File: src/rtl/base_arb_pkg.sv
// Shared types for the round-robin packet arbiter.
//   state_e : arbiter FSM state (ARB = free to pick, HOLD = grant frozen)
package base_arb_pkg;

    typedef enum logic {
        ARB  = 1'b0,
        HOLD = 1'b1
    } state_e;

endpackage : base_arb_pkg

File: src/rtl/base_prienc_lp.sv
// Fixed-priority encoder: one-hot pick of the highest set request index;
// index 0 has the lowest priority.
// Ports:
//   req_i [0:ways-1] : request vector
//   gnt_o [0:ways-1] : one-hot grant, zero when req_i is zero
module base_prienc_lp #(
    parameter int unsigned ways = 2
) (
    input  logic [0:ways-1] req_i,
    output logic [0:ways-1] gnt_o
);

    // Scan from the top index down; the first set bit wins.
    always_comb begin : pick_highest
        logic found;
        found = 1'b0;
        gnt_o = '0;
        for (int i = int'(ways) - 1; i >= 0; i--) begin
            if (req_i[i] && !found) begin
                gnt_o[i] = 1'b1;
                found    = 1'b1;
            end
        end
    end

endmodule : base_prienc_lp

File: src/rtl/base_arb_rr.sv
// Round-robin packet arbiter. A thermometer mask rotates priority after each
// packet end; the grant is frozen (HOLD) across stalls and multi-beat packets.
// Ports:
//   clk, reset       : clock, asynchronous active-high reset
//   req  [0:ways-1]  : per-requester beat valid
//   last [0:ways-1]  : per-requester final-beat flag
//   o_r              : downstream ready
//   gnt  [0:ways-1]  : one-hot or zero grant (combinational)
//   o_v, o_last      : downstream valid / last of the granted requester
//   ack  [0:ways-1]  : grant qualified by an accepted beat
//   locked           : high while the grant is frozen
module base_arb_rr
    import base_arb_pkg::*;
#(
    parameter int unsigned ways = 2
) (
    input  logic            clk,
    input  logic            reset,
    input  logic [0:ways-1] req,
    input  logic [0:ways-1] last,
    input  logic            o_r,
    output logic [0:ways-1] gnt,
    output logic            o_v,
    output logic            o_last,
    output logic [0:ways-1] ack,
    output logic            locked
);

    state_e          state_q, state_d;
    logic [0:ways-1] msk_q, msk_d;
    logic [0:ways-1] gnt_q, gnt_d;

    logic [0:ways-1] pick_msk, pick_all, pick;
    logic [0:ways-1] therm;
    logic            xfer, pkt_end;

    base_prienc_lp #(.ways(ways)) u_enc_msk (
        .req_i (req & msk_q),
        .gnt_o (pick_msk)
    );

    base_prienc_lp #(.ways(ways)) u_enc_all (
        .req_i (req),
        .gnt_o (pick_all)
    );

    // Prefer requesters below the last winner; wrap to the full set otherwise.
    assign pick = (|(req & msk_q)) ? pick_msk : pick_all;

    // Outputs derived from whichever grant is live this cycle.
    assign gnt     = (state_q == HOLD) ? gnt_q : pick;
    assign o_v     = |(gnt & req);
    assign o_last  = |(gnt & last);
    assign xfer    = o_v & o_r;
    assign pkt_end = xfer & o_last;
    assign ack     = xfer ? gnt : '0;
    assign locked  = (state_q == HOLD);

    // Thermometer of the live grant: ones strictly below the granted index.
    always_comb begin : therm_from_gnt
        logic seen;
        seen  = 1'b0;
        therm = '0;
        for (int i = int'(ways) - 1; i >= 0; i--) begin
            therm[i] = seen;
            seen     = seen | gnt[i];
        end
    end

    // Next-state: lock on stall or mid-packet beat, release on packet end.
    always_comb begin : next_state
        state_d = state_q;
        msk_d   = msk_q;
        gnt_d   = gnt_q;
        if (pkt_end) begin
            msk_d = therm;
        end
        unique case (state_q)
            ARB: begin
                if ((o_v && !o_r) || (xfer && !o_last)) begin
                    state_d = HOLD;
                    gnt_d   = gnt;
                end
            end
            HOLD: begin
                if (pkt_end) begin
                    state_d = ARB;
                end
            end
            default: state_d = ARB;
        endcase
    end

    always_ff @(posedge clk or posedge reset) begin : state_reg
        if (reset) begin
            state_q <= ARB;
            msk_q   <= '0;
            gnt_q   <= '0;
        end else begin
            state_q <= state_d;
            msk_q   <= msk_d;
            gnt_q   <= gnt_d;
        end
    end

endmodule : base_arb_rr
File: config.mk
export PLATFORM = sky130hd
export DESIGN_NAME = base_arb_rr
export DESIGN_NICKNAME = d
export VERILOG_FILES = /design/src/rtl/base_arb_pkg.sv /design/src/rtl/base_prienc_lp.sv /design/src/rtl/base_arb_rr.sv
export SDC_FILE = /design/constraint.sdc
export NUM_CORES = 1
export LEC_CHECK = 0
export CORE_AREA = 5 5 42 44
export DETAILED_ROUTE_END_ITERATION = 8
export DIE_AREA = 0 0 47 49
export MAX_ROUTING_LAYER = met4
export PLACE_DENSITY_LB_ADDON = 0.2
export SYNTH_ARGS = -nofsm -noshare
export SYNTH_HDL_FRONTEND = slang
export SYNTH_SLANG_ARGS = --single-unit
export TNS_END_PERCENT = 1
File: constraint.sdc
create_clock -name clk -period 1.45 [get_ports clk]
set_input_delay 0.2175 -clock clk [delete_from_list [all_inputs] [get_ports clk]]
set_output_delay 0.2175 -clock clk [all_outputs]
set_load 0.005 [all_outputs]
==> summary.md <==
| Metric | Value |
|---|---|
| H-tree Lvls | 1 |
| Port bufs | 13 |
| # setup viols final | 7 |
| Comb pwr share | 0.686 |
| Number of remaining DRC errors | 0 |
| Max Slew Vio Count | 0 |
| Hold Vio Cnt, Final | 0 |
| CP startpoint kind | register |
| DR vias/cell | 4.60 |
| Pwr dens | 1750 nW/µm² |
| FF+latch count, synth | 4 |
| Area grow syn2layout | 119% |
| N_diodes | 0 |
| Worst Setup End Kind | output pin |
| Outcome | finished, violations left |
| Synth Warn # | 0 |
| Pint | 746 µW |
| Worst Path Arrival | 1.43 ns |
| Post-route design area | 624 µm² |
| Clock power share | 0.124 |
| Initial core utilization | 0.204 |
| Post-Syn Nets | 40 |
| Minimum clock period | 1.65 ns |
| Sw Pwr | 347 µW |
| Sequential share of the synthesized area | 0.351 |
| Post-Synthesis Cell Area | 285 µm² |
| GR Overflow Total | 0 |
| TritonCTS Buffers | 3 |
| RSZ-0062 raised after global routing | true |
| Dpl cell area | 548 µm² |
| Sw Share | 0.317 |
| Max clock buf depth | 2 |
| Final ANT Viol Nets | 0 |
| Reg clk slew, reported paths | 0.04 ns |
| Most common cell after layout, fill and taps aside | buf_4 |
| Root buffer cell | clkbuf_4 |
| Overall routing resource usage | 0.104 |
| Worst-Skew Late Latency | 0.23 ns |
| Yosys cell types | 21 |
| Iter 0 DRT Violations | 3 |
| Placer congestion estimate | 0.758 |
| Max-Cap Viols | 0 |
| WL per Instance | 10.9 µm |
| DR pass1 iterations | 4 |
| Largest net degree at the start of global routing | 7 |
| Final setup margin | -0.195 ns |
| Number of I/O pins | 14 |
| Die W | 47 µm |
| Actual slew at the worst max-slew pin | 0.229 ns |
| Failing checks | negative setup slack |
| CTS tree | yes |
| First-pass GRT wire length | 1720 µm |
| Row Count | 14 |
| Most frequent cells in the layout | buf_4, buf_6, clkdlybuf4s50_1 |
| Post-cts hold buffer count | 0 |
| Crit Path Max Fanout | 3 |
| Sequential Power Share | 0.190 |
| Syn Inst Count | 33 |
| Die H | 49 µm |
| Register area | 101 µm² |
| Worst Clk Skew | 0.000758 ns |
| Final hold slack | 0.166 ns |
| Total wire length | 924 µm |
| Num Clock Sinks | 4 |
| Final Core Density | 0.446 |
| Mean Syn Cell Area | 8.64 µm² |
| Vias in the first global route | 422 |
| Required @ worst endpoint | 1.23 ns |
| Net count reported at finish | 78 |
| Initial antenna violation count | 0 |
| Pleak | 0.000313 µW |
| Core ar. | 1400 µm² |
| R2R depth | 6 |
| Filler cell count | 148 |
| Via count | 391 |
| Proportion of layout cells with a drive suffix above 1 | 0.551 |
| Worst setup path category | reg -> out |
| DPL Wire Length | 698 µm |
| Peak supply drop | 0.000607 V |
| Fmax | 608 MHz |
| Worst slew margin | 0.848 |
| Fin crit share | 1.13 |
| Hold Crit Class | in -> async |
| Die area | 2300 µm² |
| Multi-input gate area | 195 µm² |
## cell type report
cell class | instances | area share
tap | 16 | 0.0321
sequential | 4 | 0.162
multi-input combinational | 27 | 0.313
inverter | 2 | 0.0120
timing repair buffer | 33 | 0.445
clock buffer | 3 | 0.0361
## critical path: stages, from the launching register on
cell	delay [ns]
dfrtp_1	0.40
a21bo_2	0.21
o21ai_2	0.13
buf_4	0.12
buf_6	0.09
a22o_1	0.13
buf_2	0.11
## flip-flops by register name, summed over array words and instances, names as in the netlist
| signal | flops |
|---|---|
| msk_q | 1 |
| gnt_q | 2 |
| locked | 1 |
## routing by layer
metal	vias up	global-route usage	share of wire
met5	-	-	0
met4	0	0.0415	0.0065
met3	2	0.0443	0.057
met2	7	0.152	0.48
met1	186	0.124	0.45
li1	196	-	-
## power groups by stage
stage / Clock, µW / Sequential [µW] / Combinational (µW)
floorplan: 0 / 192 / 222
finish: 136 / 207 / 750
CTS: 145 / 204 / 708
global placement: 0 / 207 / 620
global route: 150 / 216 / 821
detailed placement: 0 / 202 / 613
## logic make-up after synthesis
family / synth area share
buf+inv: 0.0263
compound gates: 0.399
simple gates: 0.224
flops: 0.351
## path summary, 6_finish.rpt
path / start / endpoint / slack (ns)
worst max-delay path: msk_q[0]$_DFFE_PP0N_ / o_last / -0.20
worst min-delay path: reset / gnt_q[1]$_DFFE_PP0P_ / 0.17
worst max register to register: msk_q[0]$_DFFE_PP0N_ / msk_q[0]$_DFFE_PP0N_ / 0.04
worst min register to register: gnt_q[1]$_DFFE_PP0P_ / gnt_q[1]$_DFFE_PP0P_ / 0.58
max in group asynchronous: reset / locked$_DFF_PP0_ / 1.12
min in group clk: gnt_q[1]$_DFFE_PP0P_ / gnt_q[1]$_DFFE_PP0P_ / 0.58
## stage by stage
step,std cells,TNS [ns],setup WS (ns),total power (µW)
3_3_place_gp,77,-4.23,-0.631,827
4_1_cts,85,-1.04,-0.204,1060
2_1_floorplan,33,0,0.147,414
5_1_grt,85,-1.46,-0.314,1190
6_report,85,-0.844,-0.195,1090
3_5_place_dp,77,-4.10,-0.617,815
## repair_timing
action	in CTS	in global routing
buffers inserted	5	0
setup endpoints to repair	8	9
gates resized for setup	29	6
pin swaps	4	2
## cell usage after synthesis, drive strengths merged
master	n	area [µm²]
o21a	1	7.51
nand4	1	6.26
nor2	3	11.3
inv	2	7.50
or2	1	6.26
a21bo	1	10.0
a31oi	4	25.0
a22o	3	26.3
nand2b	1	6.26
a21oi	1	5.00
and2	2	12.5
nand2	2	7.51
dfrtp	4	100
o21ai	2	10.0
o21ba	1	10.0
and2b	1	7.51
nor2b	1	6.26
a22oi	1	12.5
a21o	1	7.51
No activity file was read; power rests on OpenSTA's default activity.
